## config.mk

```make
export PLATFORM = sky130hd
export DESIGN_NAME = game_sequencer
export DESIGN_NICKNAME = d
export VERILOG_FILES = /design/src/rtl/game_sequencer.sv
export SDC_FILE = /design/constraint.sdc
export NUM_CORES = 1
export LEC_CHECK = 0
export ABC_AREA = 1
export CAP_MARGIN = 20
export CORE_MARGIN = 2
export CORE_UTILIZATION = 25
export DETAILED_ROUTE_END_ITERATION = 10
export DONT_BUFFER_PORTS = 1
export PLACE_DENSITY = 0.41
export SYNTH_ARGS = -nofsm -noshare
export SYNTH_HDL_FRONTEND = slang
export SYNTH_SLANG_ARGS = --single-unit
```

## constraint.sdc

```tcl
create_clock -name CLOCK -period 4 [get_ports CLOCK]
set_clock_uncertainty 0.1 [all_clocks]
set_input_delay 0.6 -clock CLOCK [delete_from_list [all_inputs] [get_ports CLOCK]]
set_output_delay 0.6 -clock CLOCK [all_outputs]
set_load 0.1 [all_outputs]
```

## src/rtl/game_sequencer.sv

```systemverilog
// Frame-paced Space Race sequencer: coin debounce, credit bookkeeping, game start,
// play timer and game-over hold. All timing advances on the per-frame tick.
module game_sequencer #(
  parameter int MAX_CREDITS = 9,
  parameter int BASE_FRAMES = 2700,
  parameter int EXT_FRAMES  = 270,
  parameter int OVER_FRAMES = 120,
  parameter int TW          = 13
) (
  input  logic          CLOCK,
  input  logic          RESET_N,
  input  logic          FRAME_TICK,
  input  logic          COIN_SW,
  input  logic          START_GAME,
  input  logic          COINAGE,
  input  logic [3:0]    PLAYTIME,
  output logic          GAME_ON,
  output logic          RESET_SCORE_N,
  output logic          CREDIT_LIGHT_N,
  output logic [3:0]    CREDITS,
  output logic [TW-1:0] TIME_LEFT
);

  localparam int HW = $clog2(OVER_FRAMES + 1);

  typedef enum logic [1:0] {ATTRACT, START, PLAY, OVER} state_t;

  state_t        state;
  logic [1:0]    coin_sh;
  logic          start_q;
  logic [3:0]    credits;
  logic [TW-1:0] timer;
  logic [HW-1:0] hold;

  logic          coin_accept;
  logic          start_strobe;
  logic          start_ok;
  logic [4:0]    credit_sum;
  logic [3:0]    credits_next;
  logic [3:0]    pt_clamp;
  logic [TW-1:0] timer_load;

  // Start eligibility uses the registered credit count, before this cycle's coin.
  always_comb begin
    coin_accept  = FRAME_TICK && coin_sh[0] && COIN_SW && (coin_sh != 2'b11);
    start_strobe = START_GAME && !start_q;
    start_ok     = start_strobe && (credits != 4'd0) && (state == ATTRACT || state == OVER);
    credit_sum   = {1'b0, credits}
                 + (coin_accept ? (COINAGE ? 5'd2 : 5'd1) : 5'd0)
                 - (start_ok ? 5'd1 : 5'd0);
    credits_next = (credit_sum > 5'(MAX_CREDITS)) ? 4'(MAX_CREDITS) : credit_sum[3:0];
    pt_clamp     = (PLAYTIME > 4'd10) ? 4'd10 : PLAYTIME;
    timer_load   = TW'(BASE_FRAMES + int'(pt_clamp) * EXT_FRAMES);
  end

  always_ff @(posedge CLOCK or negedge RESET_N) begin
    if (!RESET_N) begin
      state          <= ATTRACT;
      coin_sh        <= 2'b00;
      start_q        <= 1'b0;
      credits        <= 4'd0;
      timer          <= '0;
      hold           <= '0;
      GAME_ON        <= 1'b0;
      RESET_SCORE_N  <= 1'b1;
      CREDIT_LIGHT_N <= 1'b1;
    end else begin
      start_q <= START_GAME;
      credits <= credits_next;
      if (FRAME_TICK)
        coin_sh <= {coin_sh[0], COIN_SW};

      // A start wins over a coincident frame tick: the timer loads, no decrement.
      if (start_ok) begin
        state          <= START;
        timer          <= timer_load;
        GAME_ON        <= 1'b1;
        RESET_SCORE_N  <= 1'b0;
        CREDIT_LIGHT_N <= 1'b1;
      end else begin
        case (state)
          ATTRACT: begin
            CREDIT_LIGHT_N <= (credits_next == 4'd0);
          end
          START: begin
            CREDIT_LIGHT_N <= 1'b1;
            if (FRAME_TICK) begin
              state         <= PLAY;
              RESET_SCORE_N <= 1'b1;
            end
          end
          PLAY: begin
            if (FRAME_TICK && timer <= TW'(1)) begin
              state          <= OVER;
              timer          <= '0;
              hold           <= HW'(OVER_FRAMES);
              GAME_ON        <= 1'b0;
              CREDIT_LIGHT_N <= (credits_next == 4'd0);
            end else begin
              CREDIT_LIGHT_N <= 1'b1;
              if (FRAME_TICK)
                timer <= timer - 1'b1;
            end
          end
          OVER: begin
            CREDIT_LIGHT_N <= (credits_next == 4'd0);
            if (FRAME_TICK) begin
              if (hold <= HW'(1)) begin
                state <= ATTRACT;
                hold  <= '0;
              end else begin
                hold <= hold - 1'b1;
              end
            end
          end
          default: state <= ATTRACT;
        endcase
      end
    end
  end

  assign CREDITS   = credits;
  assign TIME_LEFT = timer;

endmodule

```

# Yosys cells after proc, flatten, opt, wreduce, memory -nomap -nowiden
# Index checks and enable logic that the tools add are counted.
# totals
ff_bits	32
inputBits	10
out_inout_bits	20
# classes
n_addsub	5
n_mul	1
magnitude_cmp	4
n_eq_ne	10
mux	28
bitwise	1
n_reduce_logical	25
# op_table
cell	count
two-way mux 13 bit	4
two-way mux 7 bit	3
two-way mux 2 bit	7
one-hot mux 7 bit (2 select lines)	1
adder 12 x 13 -> 13 bit, first input constant	1
<= comparator 13 x 1 -> 1 bit, second input constant	1
subtractor 13 x 1 -> 13 bit, second input constant	1
multiplier 4 x 8 -> 12 bit, second input constant	1
nonzero test 2 bit	5
two-way mux 1 bit	9
inequality test 3 bit, second input constant	3
two-way mux 4 bit	2
nonzero test 4 bit	2
<= comparator 7 x 1 -> 1 bit, second input constant	1
logical AND 1 bit	7
subtractor 7 x 1 -> 7 bit, second input constant	1
inequality test 2 bit, second input constant	3
one-hot mux 2 bit (3 select lines)	1
AND reduction 2 bit	3
adder 4 x 2 -> 5 bit	1
> comparator 5 x 4 -> 1 bit, second input constant	1
AND reduction 5 bit	1
subtractor 5 x 1 -> 5 bit	1
equality test 2 bit, second input constant	2
other kinds (12)	12

# Depth between registers and ports, before layout
# Gate-level depths: netlist (run 1).
# depth
ltp_word	12
mapped_depth	19
depth_no_buf	19

# Worst setup path before layout (run 1)
# OpenSTA, ideal clock, no wires.
# synth_path
path_kind	input-to-reg
from	in PLAYTIME[2]
to	reg timer[10], in the netlist TIME_LEFT[10]
setup_time_ns	0.124
arrival_ns	3.454
slack_ns	0.322
path_stages	15
path_cell_list	inv_1 o21ai_0 fa_1 ha_1 inv_1 fa_1 or2_2 nor2_1 nand3_1 nand2_1 nand2_1 nand2_1 nand2_1 nand3_1 a21oi_1
# synth_between
elab_chain_len	5
# synth_lines
item	line	rtl
start, declared	16	input logic [3:0] PLAYTIME,
> comparator 4 bit	52	pt_clamp = (PLAYTIME > 4'd10) ? 4'd10 : PLAYTIME;
two-way mux 4 bit *	52	
multiplier 4 x 8 -> 12 bit *	53	timer_load = TW'(BASE_FRAMES + int'(pt_clamp) * EXT_FRAMES);
adder 12 x 13 -> 13 bit *	53	
two-way mux 13 bit *	74	if (start_ok) begin
end signal, assigned	76	timer <= timer_load;
end signal, assigned	102	timer <= timer - 1'b1;
end, declared	32	logic [TW-1:0] timer;
# Mark *: on every way between the ends. The rest lies on a longest branch, timed or not.
# A chain may end at the register's enable or synchronous reset.

# Worst setup path after layout (run 1)
# layout_path
from	in PLAYTIME[1]
to	reg timer[10], in the netlist TIME_LEFT[10]
# Same word-level chain as after synthesis.

==> out/summary.txt, run 1 <==
LOGIC SYNTHESIS
---------------------------------------------------------------------------------
Ys flop type ....................................................... sky130_fd_sc_hd__dfrtp_1
Number of flops mapped to enable cells by yosys ....................            0
FF+latch count, synth ..............................................           32
Proportion of netlist area held by the largest area contributor ....       26.97%
Gate count after technology mapping ................................          381
Dominant cell type by area after synthesis ......................... sky130_fd_sc_hd__dfrtp_1
Post-synthesis cell type count .....................................           38
Synthesized Nets ...................................................          421
Total standard cell area after synthesis ...........................    2784 um^2
Share of synthesized area occupied by flip-flops and latches .......       28.85%
Synth area leaders ................................................. sky130_fd_sc_hd__dfrtp_1 (27%), sky130_fd_sc_hd__nand2_1 (12%), sky130_fd_sc_hd__ha_1 (12%)
Async set-or-reset flop fraction in the synthesized netlist ........       100.0%
Yosys warning count ................................................            0
Post-synthesis average cell area ...................................   7.307 um^2

CLOCK NETWORK
---------------------------------------------------------------------------------
Clock buffers created by TritonCTS .................................            5
Clock slew seen by the registers of the worst setup and hold paths .      0.09 ns
Count of cells resized by post-cts repair ..........................            0
Clk Tree Root Cell ................................................. sky130_fd_sc_hd__clkbuf_8
Worst-skew pair later-pin latency ..................................      0.30 ns
Total clock sinks ..................................................           32
CTS tree ...........................................................         done
H-Tree Depth .......................................................            2
Buffers from clock root to sink, at most ...........................            2

PWR
---------------------------------------------------------------------------------
Reported leakage power .............................................     1.582 nW
Internal portion of total power ....................................   0.001081 W
Share of total power in sequential cells ...........................        31.1%
Logic gate share of total power ....................................        59.2%
Peak supply drop ...................................................    0.3851 mV
Cell Pwr Density ................................................... 872.7 nW/um^2
Clock group share of total power ...................................         9.7%
Switching power ....................................................   0.001669 W
Switching power share of the total .................................       60.69%

TIMING
---------------------------------------------------------------------------------
Measured slew at the worst slew-check pin ..........................     1.088 ns
Total Negative Setup Slacks ........................................         0 ns
Unrepaired setup endpoints after global routing ....................        false
Final cycle utilization of the critical path .......................       82.29%
Max-Slew Margin vs Limit ...........................................       27.47%
Peak Freq ..........................................................   0.3038 GHz
Setup violations, final ............................................            0
Hold violation total from the final report .........................            0
Slew Limit Fails ...................................................            0
Final period demand of the worst path ..............................     3.291 ns

FINISH
---------------------------------------------------------------------------------
Fraction of layout instances using a drive strength above 1 ........       14.75%
Final nets .........................................................          439
Antenna Diode Count ................................................            0
Final core utilization .............................................       29.07%
Area growth from synthesis to layout ...............................       13.21%

WORST SETUP PATH
---------------------------------------------------------------------------------
WP data arrival ....................................................      3.42 ns
Required time reported for the critical path endpoint ..............      4.13 ns
Kind of end point of the critical path .............................     register
Crit Path Class .................................................... input pin to register
Maximum fanout count along the critical path .......................            5
Kind of start point of the critical path ...........................    input pin

DRT
---------------------------------------------------------------------------------
Drt initial violations .............................................          152
# DRC ..............................................................            0
Per-cell routed wire length ........................................     12.98 um
Detailed Route WL ..................................................      7008 um
Antenna violation net count after detailed routing .................            0
DRT Pass-1 Iters ...................................................            4
Via count ..........................................................         2406
Number of vias per cell ............................................        4.456

DIE
---------------------------------------------------------------------------------
IO Pins ............................................................           30
Die X ..............................................................     109.5 um
Effective utilization at floorplan .................................       25.68%
Number of placement rows ...........................................           38
Floorplan Core Area ................................................   10840 um^2
Die footprint ......................................................   12000 um^2
Die Span Y .........................................................     109.5 um

GLOBAL ROUTE
---------------------------------------------------------------------------------
Total track usage ..................................................       12.68%
Largest net degree at the start of global routing ..................           31
Remaining global-route overflow ....................................            0
Number of antenna violations at the first check in global routing ..            0
Number of global-route vias before repair ..........................         2320
Global-route wire length before repair .............................     11850 um

PLACEMENT
---------------------------------------------------------------------------------
Half-perimeter wire length after placement .........................      5485 um
Placer's final routability congestion estimate .....................       0.7693
I/O Buffers ........................................................            0

STATUS
---------------------------------------------------------------------------------
Run status ......................................................... complete, no violations

HOLD PATH
---------------------------------------------------------------------------------
Path class of the lowest-slack min-delay path ...................... input pin to async pin

FLOW RUN
---------------------------------------------------------------------------------
Number of maximum-capacitance constraint violations ................            0

area by class of cell:
type                            count  area [um^2]
Timing Repair Buffer               18        147.6
Inverter                           58        217.7
Fill cell                        1198         7689
Clock buffer                        5        68.82
Clock inverter                      3        18.77
Sequential cell                    32        803.3
Tap cell                          140        175.2
Multi-Input combinational cell    284         1720
cells in the final DEF (no fill, tap or decap), types with 4 or more instances in the layout:
cell type | Yosys | layout
sky130_fd_sc_hd__nor2_1 | 48 | 48
sky130_fd_sc_hd__nand2_2 | 5 | 5
sky130_fd_sc_hd__nand2_1 | 87 | 87
sky130_fd_sc_hd__o21ai_0 | 15 | 15
sky130_fd_sc_hd__xor2_1 | 10 | 10
sky130_fd_sc_hd__o21ai_2 | 4 | 4
sky130_fd_sc_hd__nor2_4 | 5 | 5
sky130_fd_sc_hd__inv_1 | 58 | 58
sky130_fd_sc_hd__buf_4 | 0 | 17
sky130_fd_sc_hd__fa_1 | 4 | 4
sky130_fd_sc_hd__a21oi_1 | 19 | 19
sky130_fd_sc_hd__a31oi_1 | 6 | 6
sky130_fd_sc_hd__nand3_1 | 21 | 21
sky130_fd_sc_hd__dfrtp_1 | 30 | 30
sky130_fd_sc_hd__ha_1 | 26 | 26
sky130_fd_sc_hd__clkbuf_8 | 0 | 5
synth_stat cells, types with 3 or more instances:
cell and count:
sky130_fd_sc_hd__a21oi_2 3, sky130_fd_sc_hd__nand4_1 3, sky130_fd_sc_hd__nand3_2 3, sky130_fd_sc_hd__nor2_4 5
sky130_fd_sc_hd__a21oi_1 19, sky130_fd_sc_hd__nand3_1 21, sky130_fd_sc_hd__nand2_1 87, sky130_fd_sc_hd__clkbuf_1 4
sky130_fd_sc_hd__o31ai_1 3, sky130_fd_sc_hd__nor2_1 48, sky130_fd_sc_hd__dfrtp_1 30, sky130_fd_sc_hd__o21ai_0 15
sky130_fd_sc_hd__fa_1 4, sky130_fd_sc_hd__o21ai_2 4, sky130_fd_sc_hd__inv_1 58, sky130_fd_sc_hd__nand2_2 5
sky130_fd_sc_hd__a31oi_1 6, sky130_fd_sc_hd__xor2_1 10, sky130_fd_sc_hd__ha_1 26
flip-flops by register name, summed over array words and instances, names as in the netlist:
| name | flops |
|---|---|
| start_q | 1 |
| GAME_ON | 1 |
| state | 2 |
| CREDITS | 4 |
| TIME_LEFT | 13 |
| hold | 7 |
| CREDIT_LIGHT_N | 1 |
| RESET_SCORE_N | 1 |
| coin_sh | 2 |
repair_timing:
item                                    CTS  global route
endpoints found under the hold margin    30             0
endpoints found under the setup margin    0             0
hold buffers                              1             0
setup buffers                             0             0
logic make-up (layout without fill, tap and decap cells):
group           after synthesis  after routing  synth area share, %
xor+xnor                     11             11                3.461
flops                        32             32                28.85
buf+inv                      65             84                9.348
compound gates               59             59                13.48
fa+ha+maj                    30             30                14.56
simple gates                184            184                30.29
final timing paths:
| path | startpoint | end | slack (ns) | depth (start not counted) |
|---|---|---|---|---|
| max | PLAYTIME[1] | TIME_LEFT[10] | 0.71 | 15 |
| min | RESET_N | TIME_LEFT[3] | 0.03 | 1 |
| max reg2reg | state[0] | CREDITS[0] | 0.84 | 16 |
| min reg2reg | hold[6] | hold[6] | 0.38 | 2 |
| max in group asynchronous | RESET_N | TIME_LEFT[5] | 3.59 | 1 |
| min in group CLOCK | START_GAME | start_q | 0.23 | 0 |
per-layer routing:
layer | routed length (um) | part of all wire [%] | vias to the layer above | GRT usage (%)
li1 | - | - | 1253 | -
met1 | 3566 | 51 | 1107 | 18.17
met2 | 3078 | 44 | 41 | 19.75
met3 | 295 | 4.2 | 5 | 2.253
met4 | 68 | 0.97 | 0 | 2.984
met5 | 0 | 0 | - | 0
stage by stage:
| stage | area, um^2 | worst slack, ns | total power [W] | hold slack [ns] | cells |
|---|---|---|---|---|---|
| final | 3152 | 0.7086 | 0.002751 | 0.02634 | 540 |
| after global routing | 3152 | 0.4088 | 0.002997 | 0.01705 | 540 |
| after CTS | 3152 | 0.7321 | 0.002789 | 0.02301 | 540 |
| after detailed placement | 3044 | 0.4180 | 0.002500 | 0.2055 | 531 |
| after global placement | 3044 | 0.4679 | 0.002492 | 0.2054 | 531 |
| after floorplan | 2784 | 0.3221 | 0.002160 | 0.2044 | 381 |
power groups by stage:
stage	combinational [W]	sequential [W]	clock, W
2_1_floorplan	0.000942	0.00122	0
3_3_place_gp	0.00163	0.000865	0
3_5_place_dp	0.00163	0.000866	0
4_1_cts	0.00165	0.000860	0.000280
5_1_grt	0.00183	0.000877	0.000291
6_report	0.00163	0.000856	0.000266
critical path, stage by stage:
cell and delay [ns]:
sky130_fd_sc_hd__inv_1 0.10, sky130_fd_sc_hd__o21ai_0 0.10, sky130_fd_sc_hd__buf_4 0.17, sky130_fd_sc_hd__fa_1 0.48
sky130_fd_sc_hd__ha_1 0.33, sky130_fd_sc_hd__inv_1 0.07, sky130_fd_sc_hd__fa_1 0.50, sky130_fd_sc_hd__or2_2 0.33
sky130_fd_sc_hd__nor2_1 0.10, sky130_fd_sc_hd__nand3_1 0.11, sky130_fd_sc_hd__nand2_1 0.10, sky130_fd_sc_hd__nand2_1 0.10
sky130_fd_sc_hd__nand3_1 0.10, sky130_fd_sc_hd__nand3_1 0.08, sky130_fd_sc_hd__a21oi_1 0.14
Note: power is estimated with default switching activity, not from simulation.
==> run 2: changes to the inputs <==
--- a/config.mk
+++ b/config.mk
@@ -11,7 +11,7 @@
 export CORE_UTILIZATION = 25
 export DETAILED_ROUTE_END_ITERATION = 10
 export DONT_BUFFER_PORTS = 1
-export PLACE_DENSITY = 0.41
+export PLACE_DENSITY = 0.43
 export SYNTH_ARGS = -nofsm -noshare
 export SYNTH_HDL_FRONTEND = slang
 export SYNTH_SLANG_ARGS = --single-unit
==> constraint.sdc (replaced) <==
create_clock -name CLOCK -period 2.8 [get_ports CLOCK]
set_clock_uncertainty 0.1 [all_clocks]
set_input_delay 0.42 -clock CLOCK [delete_from_list [all_inputs] [get_ports CLOCK]]
set_output_delay 0.42 -clock CLOCK [all_outputs]
set_load 0.1 [all_outputs]
==> run 2 against run 1 <==
  * Via count is 7.3% higher
  * Worst hold slack better by 0.029 ns
  * Clock power is 77% higher
  * Critical path depth fell by 2
  * Worst setup slack worse by 0.68 ns
  * Largest power group unchanged
==> out/summary.txt, run 2 (same netlist as run 1, synthesis figures left out) <==
STATUS
---------------------------------------------------------------------------------
Run status ......................................................... complete, no violations

GLOBAL ROUTE
---------------------------------------------------------------------------------
Remaining global-route overflow ....................................            0   unchanged
Total track usage ..................................................       12.93%   +0.25 points
Number of antenna violations at the first check in global routing ..            0   unchanged
Largest net degree at the start of global routing ..................           33   +6.5%
Global-route wire length before repair .............................     12250 um   +3.3%
Number of global-route vias before repair ..........................         2556   +10%

FINISH
---------------------------------------------------------------------------------
Commonest non-fill, non-tap cell in the layout ..................... sky130_fd_sc_hd__nand2_1
Antenna Diode Count ................................................            0   unchanged
Max reg flops ......................................................           13   unchanged
Number of fill cells ...............................................         1157   -3.4%
Final nets .........................................................          478   +8.9%
Fraction of layout instances using a drive strength above 1 ........       35.31%   +21 points
Area growth from synthesis to layout ...............................       34.79%
Most frequent cells in the layout .................................. sky130_fd_sc_hd__nand2_1 (76), sky130_fd_sc_hd__buf_4 (53), sky130_fd_sc_hd__inv_1 (50)

PWR
---------------------------------------------------------------------------------
Cell Pwr Density ................................................... 1219 nW/um^2   +40%
Peak supply drop ...................................................    0.5390 mV   +40%
Reported leakage power .............................................     1.810 nW   +14%

WORST SETUP PATH
---------------------------------------------------------------------------------
WP data arrival ....................................................      2.85 ns   -0.57 ns
Kind of start point of the critical path ...........................    input pin
Crit Path Class .................................................... input pin to register
Maximum fanout count along the critical path .......................            3   -2
Kind of end point of the critical path .............................     register
Required time reported for the critical path endpoint ..............      2.88 ns   -1.25 ns

TIMING
---------------------------------------------------------------------------------
Final cycle utilization of the critical path .......................       99.06%
Setup violations, final ............................................            0   unchanged
Worst hold margin ..................................................   0.05511 ns   +0.02877 ns
Peak Freq ..........................................................   0.3605 GHz
Slew Limit Fails ...................................................            0   unchanged
Unrepaired setup endpoints after global routing ....................         true
Measured slew at the worst slew-check pin ..........................    0.9008 ns   -0.1870 ns
Final period demand of the worst path ..............................     2.774 ns
Hold violation total from the final report .........................            0   unchanged
Max-Slew Margin vs Limit ...........................................       39.94%   +12 points
Setup WS post-layout ...............................................   0.02620 ns   -0.6824 ns

DRT
---------------------------------------------------------------------------------
# DRC ..............................................................            0   unchanged
Drt initial violations .............................................           99   -35%
DRT Pass-1 Iters ...................................................            4   unchanged
Antenna violation net count after detailed routing .................            0   unchanged
Via count ..........................................................         2582   +7.3%
Detailed Route WL ..................................................      7370 um   +5.2%
Per-cell routed wire length ........................................     12.73 um   -1.9%
Number of vias per cell ............................................        4.459   about the same

CLOCK NETWORK
---------------------------------------------------------------------------------
Buffers from clock root to sink, at most ...........................            2   unchanged
Total clock sinks ..................................................           32   unchanged
Clock buffers created by TritonCTS .................................            5   unchanged
Clock slew seen by the registers of the worst setup and hold paths .      0.08 ns   about the same
H-Tree Depth .......................................................            2   unchanged
Worst-skew pair later-pin latency ..................................      0.29 ns   about the same
CTS tree ...........................................................         done
Clk Tree Root Cell ................................................. sky130_fd_sc_hd__clkbuf_8

DIE
---------------------------------------------------------------------------------
Effective utilization at floorplan .................................       25.68%   unchanged
Die footprint ......................................................   12000 um^2   unchanged
Floorplan Core Area ................................................   10840 um^2   unchanged
IO Pins ............................................................           30   unchanged
Die Span Y .........................................................     109.5 um   unchanged
Die X ..............................................................     109.5 um   unchanged
Number of placement rows ...........................................           38   unchanged

PLACEMENT
---------------------------------------------------------------------------------
Half-perimeter wire length after placement .........................      5742 um   +4.7%
I/O Buffers ........................................................            0   unchanged
Placer's final routability congestion estimate .....................       0.8185   +6.4%
Worst setup slack before clock tree synthesis ......................   -0.3672 ns   -0.7852 ns

FLOW RUN
---------------------------------------------------------------------------------
Number of maximum-capacitance constraint violations ................            0   unchanged

HOLD PATH
---------------------------------------------------------------------------------
Path class of the lowest-slack min-delay path ...................... input pin to register

-- run 2: cell count changes in the layout (fill, tap and decap cells not counted), sizes merged --
cell,before,now
dlygate4sd3,0,1
bufinv,0,1
buf,18,56
clkinvlp,0,2
clkinv,3,0
-- run 2: layer usage --
layer,vias to the layer above,part of all wire (%),wire [um],GRT usage [%]
met5,-,0,0,0
met4,0,0.83,61,2.351
met3,8,4.3,318,2.964
met2,37,48,3533,22.31
met1,1206,47,3456,16.60
li1,1331,-,-,-
-- run 2: final timing paths --
kind	to	cells after the start	slack [ns]	startpoint
worst max-delay path	TIME_LEFT[11]	13	0.03	PLAYTIME[2]
max in group asynchronous	RESET_SCORE_N	2	1.85	RESET_N
worst min-delay path	start_q	0	0.06	START_GAME
worst min register to register	hold[6]	2	0.39	hold[6]
worst max register to register	CREDITS[0]	15	0.07	state[1]
min in group asynchronous	coin_sh[1]	2	0.49	RESET_N
-- run 2: what timing repair did --
action	in CTS	in global routing
hold buffers	2	0
gates resized for setup	5	52
endpoints found under the hold margin	32	0
pin swaps	7	31
endpoints found under the setup margin	9	11
setup buffers	2	4
-- run 2: report_power, final --
part,leakage [nW],internal [W],switching [W]
clock network,0.0548,0.000268,0.000202
registers,0.363,0.000689,0.000326
logic,1.39,0.00105,0.00204
-- run 2: worst max-delay path: stages --
cell and delay, ns:
sky130_fd_sc_hd__clkinvlp_4 0.10, sky130_fd_sc_hd__o21ai_4 0.17, sky130_fd_sc_hd__fa_1 0.48, sky130_fd_sc_hd__ha_4 0.30, sky130_fd_sc_hd__inv_2 0.04, sky130_fd_sc_hd__fa_2 0.47
sky130_fd_sc_hd__o21bai_4 0.20, sky130_fd_sc_hd__nor2_4 0.11, sky130_fd_sc_hd__nand3_2 0.10, sky130_fd_sc_hd__nand2_2 0.11, sky130_fd_sc_hd__nand2_2 0.05, sky130_fd_sc_hd__o21bai_1 0.19
sky130_fd_sc_hd__a31oi_1 0.11
-- run 2: final cells by class --
class	count	area (um^2)	area share, %
clock buffers	5	68.82	1.834
clock inverters	3	46.29	1.234
inverters	58	221.5	5.902
multi-input cells	284	1977	52.68
flip-flops and latches	32	813.3	21.67
well taps	140	175.2	4.668
repair buffers	57	450.4	12.00
-- run 2: through the flow --
step	area, um^2	power [W]	TNS [ns]	utilization (%)	cells
floorplan	2839	0.003121	-1.283	-	381
global placement	3329	0.003843	-2.127	30.71	563
detailed placement	3329	0.003862	-2.731	30.71	563
CTS	3506	0.004386	-0.1132	32.34	575
global route	3752	0.004947	-0.3630	34.61	579
finish	3752	0.004575	0	34.61	579
